### config.mk
export PLATFORM = sky130hd
export DESIGN_NAME = reed_conditioner
export DESIGN_NICKNAME = d
export VERILOG_FILES = /design/src/rtl/reed_conditioner.sv
export SDC_FILE = /design/constraint.sdc
export NUM_CORES = 1
export LEC_CHECK = 0
export ABC_AREA = 1
export ABC_CLOCK_PERIOD_IN_PS = 3400
export BUFFER_PORTS_ARGS = -buffer_cell sky130_fd_sc_hd__clkbuf_2
export CAP_MARGIN = 20
export CORE_MARGIN = 3
export CORE_UTILIZATION = 60
export CTS_BUF_LIST = sky130_fd_sc_hd__clkbuf_2
export CTS_CLUSTER_DIAMETER = 200
export DETAILED_ROUTE_END_ITERATION = 16
export GPL_ROUTABILITY_DRIVEN = 0
export PLACE_DENSITY_LB_ADDON = 0.25
export SLEW_MARGIN = 20
export SYNTH_ARGS = -nofsm -noshare
export SYNTH_HDL_FRONTEND = slang
export SYNTH_SLANG_ARGS = --single-unit
### constraint.sdc
create_clock -name clock -period 3.4 [get_ports clock]
set_input_delay 0.68 -clock clock [delete_from_list [all_inputs] [get_ports clock]]
set_output_delay 0.68 -clock clock [all_outputs]
set_load 0.03 [all_outputs]
### src/rtl/reed_conditioner.sv
// reed_conditioner: sync+debounce reed (clock, reset, reed) -> reed_clean, reed_pulse, revolution period/period_valid, stopped
module reed_conditioner #(
  parameter int DEBOUNCE_CYCLES = 16,
  parameter int CNT_WIDTH = 5,
  parameter int PERIOD_WIDTH = 16,
  parameter int STOP_TIMEOUT = 4000
) (
  input  logic clock,
  input  logic reset,
  input  logic reed,
  output logic reed_clean,
  output logic reed_pulse,
  output logic [PERIOD_WIDTH-1:0] period,
  output logic period_valid,
  output logic stopped
);
  typedef enum logic [1:0] {LOW, RISE_CHK, HIGH, FALL_CHK} state_t;
  state_t state;
  logic s1, s2, armed;
  logic [CNT_WIDTH-1:0] cnt;
  logic [PERIOD_WIDTH-1:0] elapsed;
  logic accept, timeout;
  assign accept = cnt == CNT_WIDTH'(DEBOUNCE_CYCLES - 1);
  assign timeout = armed && elapsed == PERIOD_WIDTH'(STOP_TIMEOUT);
  always_ff @(posedge clock) begin
    if (reset) begin
      s1 <= 1'b0;
      s2 <= 1'b0;
      state <= LOW;
      cnt <= '0;
      reed_clean <= 1'b0;
      reed_pulse <= 1'b0;
    end else begin
      s1 <= reed;
      s2 <= s1;
      reed_pulse <= 1'b0;
      case (state)
        LOW: if (s2) begin
          state <= RISE_CHK;
          cnt <= CNT_WIDTH'(1);
        end
        RISE_CHK: if (!s2) state <= LOW;
        else if (accept) begin
          state <= HIGH;
          reed_clean <= 1'b1;
          reed_pulse <= 1'b1;
        end else cnt <= cnt + 1'b1;
        HIGH: if (!s2) begin
          state <= FALL_CHK;
          cnt <= CNT_WIDTH'(1);
        end
        FALL_CHK: if (s2) state <= HIGH;
        else if (accept) begin
          state <= LOW;
          reed_clean <= 1'b0;
        end else cnt <= cnt + 1'b1;
      endcase
    end
  end
  always_ff @(posedge clock) begin
    if (reset) begin
      elapsed <= '0;
      armed <= 1'b0;
      period <= '0;
      period_valid <= 1'b0;
      stopped <= 1'b1;
    end else begin
      period_valid <= 1'b0;
      if (reed_pulse) begin
        elapsed <= PERIOD_WIDTH'(1);
        armed <= 1'b1;
        stopped <= 1'b0;
        if (armed) begin
          period <= elapsed;
          period_valid <= 1'b1;
        end
      end else if (timeout) begin
        stopped <= 1'b1;
        armed <= 1'b0;
        period <= '0;
        elapsed <= '0;
      end else if (armed) elapsed <= elapsed + 1'b1;
    end
  end
endmodule

==> impl_metrics.ini, run 1 <==
[outcome]
status = completed

[routing]
ant_nets = 0
drtIter0Drc = 89
drc = 0
wire_per_inst_um = 10.9
routed_wl_mm = 3.84
firstDrtPassIters = 4
highest_layer = met4
wl_met3_um = 107
dr_wl_met2_mm = 1.73
wl_met1_mm = 1.92
via_count = 1727
viasPerCell = 4.91

[synth]
avgSynthCellArea_um2 = 7.51
yosysTopAreaCell = dfxtp_1
synth_top_area_share_pct = 43.2
synth_cell_types = 24
syn_nets = 291
syn_area_mm2 = 0.00213
synthXorXnorAreaFrac_pct = 3.70
synth-adder-area-share_pct = 2.35
synth_compound_area_share_pct = 9.74
synthSimpleGateAreaFrac_pct = 31.6
synth_mux_area_share_pct = 0
ys_seq_area_share_pct = 43.2
syn_inst = 284
yosys_register_bits = 46
synth_area_leaders = dfxtp_1 43%, nand2_1 13%, nor2_1 7.0%
yosysWarnings = 0
synth_top_family_by_area = simple AND/OR/NAND/NOR gates

[timing]
drv_slew = 0
max_freq_mhz = 544
finalCritPeriodShare_pct = 54.1
period_needed_ps = 1840
final-hold-violation-count = 0
fin_skew_ps = 21.5
tns_ps = 0
rsz0062_at_grt = false
relSlewSlack_pct = 56.0
worst_pin_slew_ps = 659
setup_viol = 0

[cells_and_area]
fin_nets = 312
final_core_util_pct = 66.9
drive_gt1_share_pct = 19.3
final_cell_area_mm2 = 0.00227
diodes = 0
syn2layout_area_growth_pct = 6.28

[hold_path]
min_path_type = flip-flop to flip-flop
min_delay_path_depth = 2

[placed_design]
portBuffers = 22
dpl.hpwl_mm = 2.84
placed_cell_area_mm2 = 0.00223

[floorplanning]
start_util_pct = 62.9
floorplan.die_area_mm2 = 0.00430
io_pins = 23
coreArea_mm2 = 0.00339
die_w_um = 65.6
dieHeight_um = 65.6
rows = 21

[grt]
antenna_found_initial = 0
grt_pass1_vias = 1575
grt_pass1_wl_mm = 6.86
grt_max_degree = 22
grt.total_usage_pct = 20.4
grt_overflow = 0

[worst_setup_path]
crit_type = flip-flop to flip-flop
crit_fanout = 6
required_ps = 3770
reg2reg_depth = 11
endpoint_kind = flip-flop
cp.arrival_ps = 2200
critPathLaunchType = flip-flop

[cts]
post_cts_buffers = 0
ctsHoldBuffers = 0
clock-sinks = 46
htreeDepth = 2
worstSkewPairLatency_ps = 410
cts.clk_slew.worst_paths_ps = 220
cts_tree = built
cts_resized = 0
cts_made_buffers = 5
clockRootBuffer = clkbuf_2
cts_buffer_depth = 2

[power]
p_leak_nw = 0.934
ir_drop_mv = 0.274
finalPower_mw = 0.780
powerDensity_mw_per_mm2 = 344

[run]
drv_cap = 0
==> through the flow <==
step                instances  hold WS [ps]  setup WS [ps]
global placement          344           395           1450
finish                    352           419           1560
global route              352           420           1340
CTS                       352           419           1570
floorplan                 284           388           1850
detailed placement        344           397           1340
==> critical path, cell delays in order, from the launching register on <==
cell and delay, ps:
dfxtp_1 390, ha_1 200, inv_1 80, nor2_1 50, ha_1 180, nand2_1 120, inv_1 70, nor2_1 220
inv_1 160, nor2_1 150, nand2_1 70, a21oi_1 120
==> cells in the final DEF, fill, tap and decap left out <==
master / instances
inv_1: 32
nor2_1: 40
a21oi_1: 7
nor3_1: 1
nor2_2: 10
o21ai_0: 14
o21ai_2: 10
nand2_2: 2
nor2_4: 3
nand2_1: 76
clkinv_1: 1
ha_1: 4
nand3_1: 12
nand4_1: 3
clkinv_2: 1
nand2_4: 1
clkbuf_2: 28
o21bai_1: 2
xor2_1: 7
nand3_4: 2
xnor2_1: 2
dfxtp_1: 46
inv_2: 2
==> final timing paths <==
check / startpoint / end / slack (ps)
worst min register to register: s1 / s2 / 420
worst max register to register: cnt[0] / cnt[1] / 1560
worst min-delay path: s1 / s2 / 420
worst max-delay path: cnt[0] / cnt[1] / 1560
==> metal layers <==
| layer | vias up | track usage (%) |
|---|---|---|
| li1 | 922 | - |
| met1 | 770 | 26.9 |
| met2 | 27 | 32.5 |
| met3 | 8 | 4.10 |
| met4 | 0 | 8.29 |
| met5 | - | 0 |
==> final cells by class <==
type                            instances  area [um2]
Inverter                               34         128
Tap cell                               46        57.6
Multi-Input combinational cell        196        1010
Clock inverter                          2        8.76
Fill cell                             317        1120
Sequential cell                        46         921
Timing Repair Buffer                   22         110
Clock buffer                            6        30.0
==> flip-flops by register name, summed over array words and instances, names as in the netlist, named ones only <==
| signal | count |
|---|---|
| cnt | 5 |
| s1 | 1 |
| period | 16 |
| armed | 1 |
| reed_clean | 1 |
| elapsed | 16 |
| state | 1 |
| stopped | 1 |
| s2 | 1 |
| reed_pulse | 1 |
| period_valid | 1 |
==> logic make-up (layout without fill, tap and decap cells) <==
logic type / after synthesis / in the layout
compound gates: 33 / 33
simple gates: 150 / 150
xor+xnor: 9 / 9
flops: 46 / 46
fa+ha+maj: 4 / 4
buf+inv: 42 / 64
==> cell usage after synthesis <==
cell type  instances
inv_2              2
nand2_1           76
buf_2              2
nor2_1            40
ha_1               4
xnor2_1            2
buf_4              2
o21bai_1           2
a21oi_1            7
clkbuf_1           2
nor3_1             1
xor2_1             7
inv_1             32
nand2_4            1
dfxtp_1           46
nand2_2            2
nand3_1           12
o21ai_0           14
nand4_1            3
nor2_4             3
o21ai_2           10
nor2_2            10
buf_12             2
nand3_4            2
==> power by group <==
| part | total (mW) | switching (mW) | internal, mW |
|---|---|---|---|
| combinational | 0.0192 | 0.0145 | 0.00469 |
| sequential | 0.545 | 0.00168 | 0.543 |
| clock | 0.216 | 0.165 | 0.0506 |
Power figures use the tool's default switching activity.
==> run 2, diff against run 1 <==
--- a/config.mk
+++ b/config.mk
@@ -5,12 +5,12 @@
 export SDC_FILE = /design/constraint.sdc
 export NUM_CORES = 1
 export LEC_CHECK = 0
-export ABC_AREA = 1
-export ABC_CLOCK_PERIOD_IN_PS = 3400
+export ABC_AREA = 0
+export ABC_CLOCK_PERIOD_IN_PS = 1510
 export BUFFER_PORTS_ARGS = -buffer_cell sky130_fd_sc_hd__clkbuf_2
 export CAP_MARGIN = 20
 export CORE_MARGIN = 3
-export CORE_UTILIZATION = 60
+export CORE_UTILIZATION = 53
 export CTS_BUF_LIST = sky130_fd_sc_hd__clkbuf_2
 export CTS_CLUSTER_DIAMETER = 200
 export DETAILED_ROUTE_END_ITERATION = 16
==> constraint.sdc (replaced) <==
create_clock -name clock -period 1.51 [get_ports clock]
set_input_delay 0.302 -clock clock [delete_from_list [all_inputs] [get_ports clock]]
set_output_delay 0.302 -clock clock [all_outputs]
set_load 0.03 [all_outputs]
==> run 2 against run 1 <==
Compared with the run above: the flow now finishes with violations (negative setup slack); die area shrank 2.0%; first-iteration DRC count shrank 1.1%; global-route usage grew 2.5 points; critical path depth shrank 6; largest power group unchanged.
==> impl_metrics.ini, run 2 <==
[cts]
cts_made_buffers = 5
clock-sinks = 46
htreeDepth = 2
clockRootBuffer = clkbuf_2
worstSkewPairLatency_ps = 420
cts_buffer_depth = 2
cts_tree = built
cts.clk_slew.worst_paths_ps = 220

[timing]
max_freq_mhz = 504
finalCritPeriodShare_pct = 131
setup_viol = 34
hold-worst-slack_ps = 96.3
relSlewSlack_pct = 76.3
final-hold-violation-count = 0
rsz0062_at_grt = true
fin_skew_ps = 16.4
drv_slew = 0
setup_ws_ps = -472
period_needed_ps = 1980
worst_pin_slew_ps = 352

[grt]
antenna_found_initial = 0
grt_overflow = 0
grt_max_degree = 20
grt_pass1_wl_mm = 7.36
grt.total_usage_pct = 22.9
grt_pass1_vias = 1623

[routing]
firstDrtPassIters = 4
drc = 0
via_count = 1634
viasPerCell = 5.62
drtIter0Drc = 88
wire_per_inst_um = 15.4
ant_nets = 0
routed_wl_mm = 4.48

[hold_path]
min_delay_path_depth = 2
worstHoldStart = reed
hold_path_end = s1
min_path_type = input port to flip-flop

[synth]
synth_cell_types = 34
ys_seq_area_share_pct = 50.0
yosysWarnings = 0
async_reset_ff_share_pct = 0
syn_inst = 188
synth_area_leaders = dfxtp_1 50%, a32o_1 8.7%, xnor2_1 5.2%
yosysTopAreaCell = dfxtp_1
syn_area_mm2 = 0.00184
syn_nets = 195
synth_edf_count = 0
yosysMostFrequentCell = dfxtp_1
synth_commonest_cells = 46 x dfxtp_1, 21 x nor2_1, 16 x a32o_1, 11 x xnor2_1, 10 x nand2_1
avgSynthCellArea_um2 = 9.80
synth_top_area_share_pct = 50.0
yosys_register_bits = 46
synthFlopType = dfxtp_1

[floorplanning]
io_pins = 23
start_util_pct = 58.0
rows = 20
coreArea_mm2 = 0.00318
dieHeight_um = 65.0
die_w_um = 65.0
floorplan.die_area_mm2 = 0.00422

[placed_design]
dpl.hpwl_mm = 3.16
portBuffers = 22

[worst_setup_path]
critPathLaunchType = flip-flop
worst-r2r-setup-slack_ps = -470
endpoint_kind = flip-flop
crit_fanout = 15
r2r_end = elapsed[5]
reg2reg_depth = 5
crit_type = flip-flop to flip-flop
cp.arrival_ps = 2310
required_ps = 1840
r2r-start = elapsed[12]

[cells_and_area]
reg_top3 = elapsed: 16 flops, period: 16 flops, cnt: 5 flops
final_common_cell = dfxtp_1
syn2layout_area_growth_pct = 31.5
layout_common_cells = 41 x dfxtp_1, 36 x buf_4, 28 x clkbuf_2
fin_nets = 253
diodes = 0
layout.filler_cells = 232
drive_gt1_share_pct = 38.9

[run]
drv_cap = 0

[power]
p_leak_nw = 0.940
ir_drop_mv = 0.713
powerDensity_mw_per_mm2 = 741
finalPower_mw = 1.79

[outcome]
violations = negative setup slack
status = complete, but fails checks
[run 2: cell types whose count changed after synthesis, sizes merged, moves of 3 or more]
cell    change
o21ai      -19
nor4        +6
xnor2       +9
clkbuf      +5
nor3        +3
a32o       +16
nand3       -5
inv        -27
nor2       -30
nand4       +4
nand2      -69
[run 2: logic make-up after synthesis]
logic type / count (synthesis) / synth area share, %
AO/OA/AOI/OAI: 31 / 13.8
XOR/XNOR: 17 / 8.08
adder cells (fa/ha/maj): 4 / 2.72
buffers and inverters: 18 / 4.55
flip-flops: 46 / 50.0
multiplexers: 1 / 0.543
AND/OR/NAND/NOR: 71 / 20.3
[run 2: per-layer routing]
metal / vias to the layer above / routed length, um / GRT usage [%]
li1: 795 / - / -
met1: 798 / 1780 / 24.5
met2: 31 / 2410 / 42.3
met3: 10 / 188 / 6.07
met4: 0 / 102 / 8.71
met5: - / 0 / 0
[run 2: how the worst max path moves through the flow]
stage | from | end | slack (ps) | cells after the start
final | elapsed[12] | elapsed[5] | -470 | 5
after global routing | elapsed[12] | elapsed[15] | -490 | 5
after CTS | elapsed[12] | period[15] | -450 | 4
after detailed placement | elapsed[12] | period[15] | -450 | 4
after global placement | elapsed[13] | elapsed[12] | -390 | 5
after floorplan | elapsed[3] | elapsed[13] | -410 | 6
[run 2: what timing repair did]
| item | CTS | global route |
|---|---|---|
| setup endpoints to repair | 41 | 41 |
| hold buffers | 0 | 0 |
| setup buffers | 1 | 6 |
| gates resized for setup | 14 | 16 |
| pin swaps | 2 | 20 |
| gates cloned | 0 | 1 |
[run 2: where the power goes]
group | total, mW | internal, mW | switching (mW)
registers | 1.23 | 1.22 | 0.00740
logic | 0.0680 | 0.0282 | 0.0399
clock network | 0.496 | 0.114 | 0.382
[run 2: cell type report]
| cell class | instances | area [um2] | area share (%) |
|---|---|---|---|
| clock inverters | 2 | 8.76 | 0.362 |
| repair buffers | 61 | 423 | 17.5 |
| flip-flops and latches | 46 | 930 | 38.4 |
| multi-input cells | 125 | 950 | 39.2 |
| well taps | 44 | 55.1 | 2.27 |
| inverters | 7 | 26.3 | 1.08 |
| clock buffers | 6 | 30.0 | 1.24 |
[run 2: through the flow]
step / cells / setup slack, ps / TNS [ps] / util, % / area, um2
finish: 291 / -472 / -12800 / 76.2 / 2420
global route: 291 / -490 / -13760 / 76.2 / 2420
CTS: 285 / -446 / -14260 / 72.4 / 2300
detailed placement: 276 / -450 / -14050 / 69.7 / 2210
global placement: 276 / -392 / -11600 / 69.7 / 2210
floorplan: 188 / -415 / -10880 / - / 1850
[run 2: critical path, cell delays in order, from the launching register on]
cell and delay [ps]:
dfxtp_2 380, or4b_4 550, or4_4 570, o21ai_4 180
buf_12 160, nor2_1 50
==> run 3, diff against run 2 <==
--- a/config.mk
+++ b/config.mk
@@ -5,12 +5,12 @@
 export SDC_FILE = /design/constraint.sdc
 export NUM_CORES = 1
 export LEC_CHECK = 0
-export ABC_AREA = 0
+export ABC_AREA = 1
 export ABC_CLOCK_PERIOD_IN_PS = 1510
 export BUFFER_PORTS_ARGS = -buffer_cell sky130_fd_sc_hd__clkbuf_2
 export CAP_MARGIN = 20
 export CORE_MARGIN = 3
-export CORE_UTILIZATION = 53
+export CORE_UTILIZATION = 54
 export CTS_BUF_LIST = sky130_fd_sc_hd__clkbuf_2
 export CTS_CLUSTER_DIAMETER = 200
 export DETAILED_ROUTE_END_ITERATION = 16
==> run 3 against run 2 <==
Compared with the run above: via count grew 15%; the run now ends clean; largest cell class unchanged; critical path depth grew 7; first-iteration DRC count grew 22%; clock power grew 66%; critical path type unchanged; utilization shrank 7.8 points; count of clock-buffer cells in the layout shrank 1.
==> impl_metrics.ini, run 3 (synthesized netlist as in run 1, its figures left out) <==
[outcome]
status = completed

[timing]
setup_ws_ps = 41.1
rsz0062_at_grt = true
relSlewSlack_pct = 77.7
drv_slew = 0
fin_skew_ps = 27.8
setup_viol = 0
worst_pin_slew_ps = 334
final-hold-violation-count = 0
hold-worst-slack_ps = 40.6
max_freq_mhz = 681
finalCritPeriodShare_pct = 97.3
tns_ps = 0
period_needed_ps = 1470

[worst_setup_path]
cp.arrival_ps = 1820
critPathLaunchType = flip-flop
r2r_end = cnt[3]
crit_fanout = 6
endpoint_kind = flip-flop
max_stage_delay_ps = 390
crit_type = flip-flop to flip-flop
r2r-start = cnt[1]
worst-r2r-setup-slack_ps = 40
reg2reg_depth = 12
cp_slowest_cell = dfxtp_2
required_ps = 1860
cp_cell_sequence = ha_4 -> inv_2 -> nor2_2 -> ha_2 -> nand2_2 -> inv_2 -> nor2_4 -> inv_4 -> nor2_2 -> nand2_1 -> nand2_1 -> nor2_1
worst-path-buf-inv = 3
crit_family = simple AND/OR/NAND/NOR gates

[routing]
drc = 0
ant_nets = 0
firstDrtPassIters = 5
drtIter0Drc = 107
via_count = 1882
routed_wl_mm = 4.50
wire_per_inst_um = 12.0
viasPerCell = 5.02

[cells_and_area]
syn2layout_area_growth_pct = 20.2
layout.filler_cells = 322
final_core_util_pct = 68.4
diodes = 0
layout_common_cells = 75 x nand2_1, 41 x dfxtp_1, 34 x nor2_1
finalNonFillerCells = 375
drive_gt1_share_pct = 30.0
reg_top3 = elapsed: 16 flops, period: 16 flops, cnt: 5 flops
final_common_cell = nand2_1
fin_nets = 333
final_cell_area_mm2 = 0.00256

[grt]
grt.total_usage_pct = 20.6
grt_pass1_vias = 1679
antenna_found_initial = 0
grt_pass1_wl_mm = 7.30
grt_max_degree = 17
grt_overflow = 0

[power]
pwr-share-clk_pct = 38.7
switching_share_pct = 20.3
p_leak_nw = 1.07
ir_drop_mv = 0.558
powerDensity_mw_per_mm2 = 829
switching_power_mw = 0.430
finalPower_mw = 2.12
cell_internal_pwr_mw = 1.69
seqPwrFrac_pct = 57.7
p_comb_share_pct = 3.5

[cts]
clockRootBuffer = clkbuf_2
clock-sinks = 46
cts.clk_slew.worst_paths_ps = 230
htreeDepth = 2
worstSkewPairLatency_ps = 420
cts_buffer_depth = 2
cts_tree = built
cts_made_buffers = 5
ctsHoldBuffers = 0

[floorplanning]
die_w_um = 68.8
floorplan.die_area_mm2 = 0.00474
io_pins = 23
coreArea_mm2 = 0.00374
rows = 22
start_util_pct = 57.0
dieHeight_um = 68.8

[hold_path]
hold_path_end = s1
worstHoldStart = reed
min_path_type = input port to flip-flop
min_delay_path_depth = 3

[placed_design]
dp_cells = 361
portBuffers = 22
dpl.hpwl_mm = 3.18
placed_cell_area_mm2 = 0.00234
dp_slack_ps = -32.9

[run]
drv_cap = 0
[run 3: cell count changes in the layout (fill, tap and decap cells not counted), moves of 11 or more]
cell	change
nor2_2	+11
a32o_1	-16
nand2_1	+67
inv_1	+22
nor2_1	+14
buf_4	-18
[run 3: area by class of cell]
class | instances | area [um2] | share of cell area (%)
clock buffer | 5 | 25.0 | 0.977
clock inverter | 3 | 63.8 | 2.49
inverter | 34 | 130 | 5.08
multi-input combinational | 196 | 1070 | 41.6
sequential | 46 | 930 | 36.3
tap | 48 | 60.1 | 2.34
timing repair buffer | 43 | 288 | 11.2
[run 3: worst reg2reg max path, delay by kind of cell, from the launching register on]
kind / cells / cell delay (ps)
simple gates: 7 / 520
flops: 1 / 390
buf+inv: 3 / 170
fa+ha+maj: 2 / 320
[run 3: worst max-delay path by stage]
stage	startpoint	endpoint	slack, ps	cells after the start
2_1_floorplan	cnt[0]	cnt[3]	10	12
3_3_place_gp	cnt[0]	cnt[3]	20	12
3_5_place_dp	cnt[0]	cnt[3]	-30	12
4_1_cts	elapsed[0]	period[14]	-5	7
5_1_grt	cnt[1]	cnt[2]	-50	11
6_report	cnt[1]	cnt[3]	40	12
[run 3: repair_timing]
action	CTS	global route
pin swaps	1	7
buffers inserted	1	5
setup endpoints to repair	5	36
resized for setup	3	25
[run 3: layer usage]
metal	global-route usage, %	vias to the layer above	wire length (um)
met2	33.6	36	2120
met4	7.06	0	69
met3	5.51	10	185
met1	26.3	873	2120
met5	0	-	0
li1	-	963	-
[run 3: power groups by stage]
stage / registers, mW / logic [mW] / clock network (mW)
floorplan: 1.25 / 0.0414 / 0
global placement: 1.25 / 0.0535 / 0
detailed placement: 1.25 / 0.0547 / 0
CTS: 1.23 / 0.0568 / 0.838
global route: 1.23 / 0.0840 / 0.898
finish: 1.23 / 0.0752 / 0.823
